### config.mk
export PLATFORM = sky130hd
export DESIGN_NAME = mem_arbiter
export DESIGN_NICKNAME = d
export VERILOG_FILES = /design/src/rtl/mem_arbiter.sv
export SDC_FILE = /design/constraint.sdc
export NUM_CORES = 1
export LEC_CHECK = 0
export BUFFER_PORTS_ARGS = -buffer_cell sky130_fd_sc_hd__buf_2
export CAP_MARGIN = 20
export CORE_MARGIN = 2
export CORE_UTILIZATION = 39
export DETAILED_ROUTE_END_ITERATION = 6
export GPL_ROUTABILITY_DRIVEN = 0
export PLACE_DENSITY_LB_ADDON = 0.3
export SYNTH_ARGS = -nofsm -noshare
export SYNTH_HDL_FRONTEND = slang
export SYNTH_SLANG_ARGS = --single-unit
### constraint.sdc
create_clock -name clk_in -period 1.7 [get_ports clk_in]
set_clock_uncertainty 0.05 [all_clocks]
set_input_delay 0.17 -clock clk_in [delete_from_list [all_inputs] [get_ports clk_in]]
set_output_delay 0.17 -clock clk_in [all_outputs]
set_load 0.03 [all_outputs]
### src/rtl/mem_arbiter.sv
// mem_arbiter: shares the 4 KiB CHIP-8 main memory between the ROM/font
// loader (port 0), the CPU (port 1) and the debug port (port 2). It issues
// at most one RAM access per cycle, tags reads so their data returns with a
// per-port rvalid pulse, and lets a requester lock the memory for a burst.
// Optional feature macro: MEM_ARB_ROUND_ROBIN_EN selects round-robin
// arbitration; when undefined, fixed priority port 0 > port 1 > port 2.
module mem_arbiter #(
    parameter int RD_LATENCY = 1,
    parameter int NPORTS     = 3
) (
    input  logic                 clk_in,
    input  logic                 rst_in,
    input  logic [NPORTS-1:0]    req,
    input  logic [NPORTS-1:0]    lock,
    input  logic [NPORTS-1:0]    we,
    input  logic [12*NPORTS-1:0] addr,
    input  logic [8*NPORTS-1:0]  wdata,
    output logic [NPORTS-1:0]    gnt,
    output logic [NPORTS-1:0]    rvalid,
    output logic [7:0]           rdata,
    output logic                 mem_en,
    output logic                 mem_we,
    output logic [11:0]          mem_addr,
    output logic [7:0]           mem_wdata,
    input  logic [7:0]           mem_rdata
);

    typedef enum logic {
        ST_OPEN,
        ST_LOCKED
    } state_t;

    state_t            state;
    logic [NPORTS-1:0] lock_mask;
    logic [NPORTS-1:0] tag_pipe [RD_LATENCY];

`ifdef MEM_ARB_ROUND_ROBIN_EN
    logic [1:0]        rr_ptr;
`endif

    logic [NPORTS-1:0] eligible;
    logic [NPORTS-1:0] open_pick;
    logic [NPORTS-1:0] win;
    logic              open_eval;
    logic [1:0]        start_idx;
    logic [11:0]       sel_addr;
    logic [7:0]        sel_wdata;

    // Choose this edge's winner: a port just granted sits out one edge, and
    // while locked only the owner may win until it drops lock off a grant cycle.
    always_comb begin
        eligible  = req & ~gnt;
        open_eval = (state == ST_OPEN) ||
                    (((lock & lock_mask) == '0) && ((gnt & lock_mask) == '0));
`ifdef MEM_ARB_ROUND_ROBIN_EN
        start_idx = rr_ptr;
`else
        start_idx = 2'd0;
`endif
        open_pick = '0;
        for (int k = 0; k < NPORTS; k++) begin
            int p;
            p = (int'(start_idx) + k) % NPORTS;
            if ((open_pick == '0) && eligible[p]) begin
                open_pick[p] = 1'b1;
            end
        end
        win       = open_eval ? open_pick : (eligible & lock_mask);
        sel_addr  = '0;
        sel_wdata = '0;
        for (int k = 0; k < NPORTS; k++) begin
            if (win[k]) begin
                sel_addr  = addr[12*k +: 12];
                sel_wdata = wdata[8*k +: 8];
            end
        end
    end

    // Register grant and RAM command; track lock ownership and the RR pointer.
    always_ff @(posedge clk_in or posedge rst_in) begin
        if (rst_in) begin
            state     <= ST_OPEN;
            lock_mask <= '0;
            gnt       <= '0;
            mem_en    <= 1'b0;
            mem_we    <= 1'b0;
            mem_addr  <= '0;
            mem_wdata <= '0;
`ifdef MEM_ARB_ROUND_ROBIN_EN
            rr_ptr    <= 2'd0;
`endif
        end else begin
            gnt    <= win;
            mem_en <= |win;
            mem_we <= |(win & we);
            if (|win) begin
                mem_addr  <= sel_addr;
                mem_wdata <= sel_wdata;
            end
            if (open_eval) begin
                if (|(win & lock)) begin
                    state     <= ST_LOCKED;
                    lock_mask <= win;
                end else begin
                    state     <= ST_OPEN;
                    lock_mask <= '0;
                end
`ifdef MEM_ARB_ROUND_ROBIN_EN
                if (win[0]) begin
                    rr_ptr <= 2'd1;
                end else if (win[1]) begin
                    rr_ptr <= 2'd2;
                end else if (win[2]) begin
                    rr_ptr <= 2'd0;
                end
`endif
            end
        end
    end

    // Carry a one-hot port tag for every read alongside the RAM latency.
    always_ff @(posedge clk_in or posedge rst_in) begin
        if (rst_in) begin
            for (int s = 0; s < RD_LATENCY; s++) begin
                tag_pipe[s] <= '0;
            end
        end else begin
            tag_pipe[0] <= (mem_en && !mem_we) ? gnt : '0;
            for (int s = 1; s < RD_LATENCY; s++) begin
                tag_pipe[s] <= tag_pipe[s-1];
            end
        end
    end

    assign rvalid = tag_pipe[RD_LATENCY-1];
    assign rdata  = mem_rdata;

endmodule

==> reports/metrics.yaml <==
status:
  status: "complete, but fails checks"
  violations: "setup timing"
timing:
  finalMaxSlewViolations: 0
  whs_ps: 57.6
  max_freq_ghz: 0.553
  setup_tns_ps: -1790
  setup_viol: 23
  rsz0062_at_grt: "yes"
  relSlewSlack_pct: 62.3
  setup_slack_ps: -109
  period_needed_ps: 1810
  finalCritPeriodShare_pct: 106
  tightest_slew_ps: 565
  final_hold_viol_count: 0
synthesis:
  ys_seq_area_share_pct: 42.1
  syn-num-nets: 287
  synth_edf_count: 0
  yosys.area.top_type: "dfrtp_1"
  synth_cell_types: 32
  yosysMostFrequentCell: "dfrtp_1"
  synth_common_cells: "dfrtp_1 (32), nand2_1 (25), nor2_1 (21)"
  avgSynthCellArea_sq_um: 9.14
  async_flop_share_pct: 100
  netlist_area_sq_um: 1900
  ys_top_cells_by_area: "dfrtp_1 (42%), a2bb2oi_1 (6.0%), o211ai_1 (5.5%), buf_4 (5.1%), nand2_1 (4.9%)"
  ys_warn_count: 0
  synthDominantCellAreaShare_pct: 42.1
  synth-main-ff-cell: "dfrtp_1"
  synth_cells: 208
  synth-seq-cells: 32
place:
  place_area_sq_um: 2580
  portBuffers: 98
  hpwl_microns: 4170
  place_inst: 378
setup_path:
  crit_fanout: 13
  startpoint_type: "register"
  crit_type: "reg -> reg"
  r2r-start: "gnt[2]"
  critPathCaptureType: "register"
  setup.worst_path.start: "gnt[2]"
  arrival_ps: 1970
  cp_data_required_time_ps: 1860
floorplanning:
  core_area_sq_um: 4720
  initial_core_util_pct: 40.3
  die_h_microns: 73.8
  die_w_microns: 73.8
  num_rows: 25
  die_area_sq_um: 5450
  pin_count: 115
detailed_routing:
  first_pass_iters: 4
  drtIter0Drc: 131
  postRouteAntennaNets: 0
  num_vias: 2043
  wl_per_cell_microns: 15.3
  avgViaCountPerCell: 5.25
  drc: 0
  routed_wl_microns: 5930
layout:
  drive_gt1_share_pct: 49.1
  num_antenna_cells: 0
  nFillCells: 441
  fin_cells: 389
  nets: 400
  seq_area_sq_um: 806
  multi_input_comb_area_sq_um: 981
  design_area_sq_um: 2830
  area_growth_pct: 48.9
clock_network:
  clk_latency_ps: 290
  numCtsBuffers: 5
  cts-root-buf: "clkbuf_8"
  htreeDepth: 2
  cts.clk_slew.worst_paths_ps: 70
  numClockSinks: 32
  clockBufferDepth: 2
  cts_tree: "yes"
global_routing:
  grt_start_max_net_pins: 24
  antenna_found_initial: 0
  grt_overflow_total: 0
  grt_pass1_wl_microns: 9480
  grt_pass1_vias: 1999
  grt_usage_pct: 22.9
min_path:
  min_from: "addr[33]"
  hp-class: "in -> reg"
power_and_ir_drop:
  finalPower_w: 0.00327
  ir_drop_mv: 0.606
  p_leak_nw: 1.36
  power_density_nw_per_um2: 1160
job:
  drv_cap: 0
[cells in the final DEF, fill, tap and decap left out, types with 2 or more instances in the layout]
cell type  netlist  routed
buf_2            2      98
dfrtp_1         32      28
buf_4           13      28
nand2_1         25      24
nor2_1          21      20
o211ai_1        14      14
a2bb2oi_1       13      13
o311ai_1        10      11
inv_1            9       9
a211oi_1         7       7
a311oi_1         7       7
o22ai_1          7       7
clkbuf_8         0       7
dfrtp_2          0       4
o21ai_0          4       3
nand2b_1         4       3
a21oi_1          4       3
nor2b_1          4       3
o211ai_4         1       3
and2_1           3       3
nand3_1          3       2
buf_12           0       2
[critical path, stage by stage, from the launching register on]
cell	delay, ps
dfrtp_2	440
o211ai_4	220
and3_4	230
mux2_4	360
nand3_4	110
buf_12	140
a2bb2oi_1	170
[where the power goes]
group / switching (W) / total, W / internal (W) / leakage (nW)
logic: 0.000844 / 0.00140 / 0.000557 / 0.915
clock network: 0.000288 / 0.000805 / 0.000517 / 0.0645
registers: 0.000117 / 0.00107 / 0.000950 / 0.383
total: 0.00125 / 0.00327 / 0.00202 / 1.36
[metrics by stage]
stage          setup slack, ps  utilization [%]
3_5_place_dp              -181             54.7
3_3_place_gp              -111             54.7
6_report                  -109             59.9
5_1_grt                   -183             59.9
2_1_floorplan             -186                -
4_1_cts                  -71.4             59.7
[repair_timing]
action,in CTS,in global routing
hold buffers,1,0
endpoints found under the hold margin,12,0
gates resized for setup,20,3
buffers inserted,1,1
endpoints found under the setup margin,23,24
pin swaps,4,3
cloned,0,0
[registers in the layout, indices dropped and copies added (netlist names)]
name and count:
lock_mask 3, rvalid 3, mem_addr 12, mem_we 1, mem_en 1, state 1, gnt 3, mem_wdata 8
[per-layer routing]
| metal | track usage [%] | vias up | wire length [microns] |
|---|---|---|---|
| met3 | 6.72 | 6 | 476 |
| li1 | - | 989 | - |
| met1 | 29.6 | 950 | 2530 |
| met5 | 0 | - | 0 |
| met2 | 36.6 | 98 | 2860 |
| met4 | 7.68 | 0 | 69 |
[worst paths after layout]
check / to / slack (ps) / depth (start not counted)
setup / recovery: mem_addr[10] / -110 / 6
hold / removal: mem_addr[9] / 60 / 3
setup reg to reg: mem_addr[10] / -110 / 6
hold reg to reg: mem_addr[0] / 480 / 2
max in group asynchronous: rvalid[1] / 620 / 4
min in group asynchronous: lock_mask[0] / 420 / 3
[area by class of cell]
cell class | instances | area share, %
Clock inverter | 1 | 1.06
Clock buffer | 7 | 3.40
Inverter | 12 | 2.03
Multi-Input combinational cell | 139 | 34.6
Tap cell | 67 | 2.96
Sequential cell | 32 | 28.5
Timing Repair Buffer | 131 | 27.4
[kinds of logic (layout without fill, tap and decap cells)]
| kind of cell | after synthesis | count (layout) | share of synthesized area, % |
|---|---|---|---|
| AO/OA/AOI/OAI | 75 | 75 | 32.0 |
| buffers and inverters | 37 | 151 | 10.4 |
| flip-flops | 32 | 32 | 42.1 |
| multiplexers | 1 | 1 | 0.789 |
| AND/OR/NAND/NOR | 63 | 63 | 14.7 |
No activity file was read; power rests on OpenSTA's default activity.
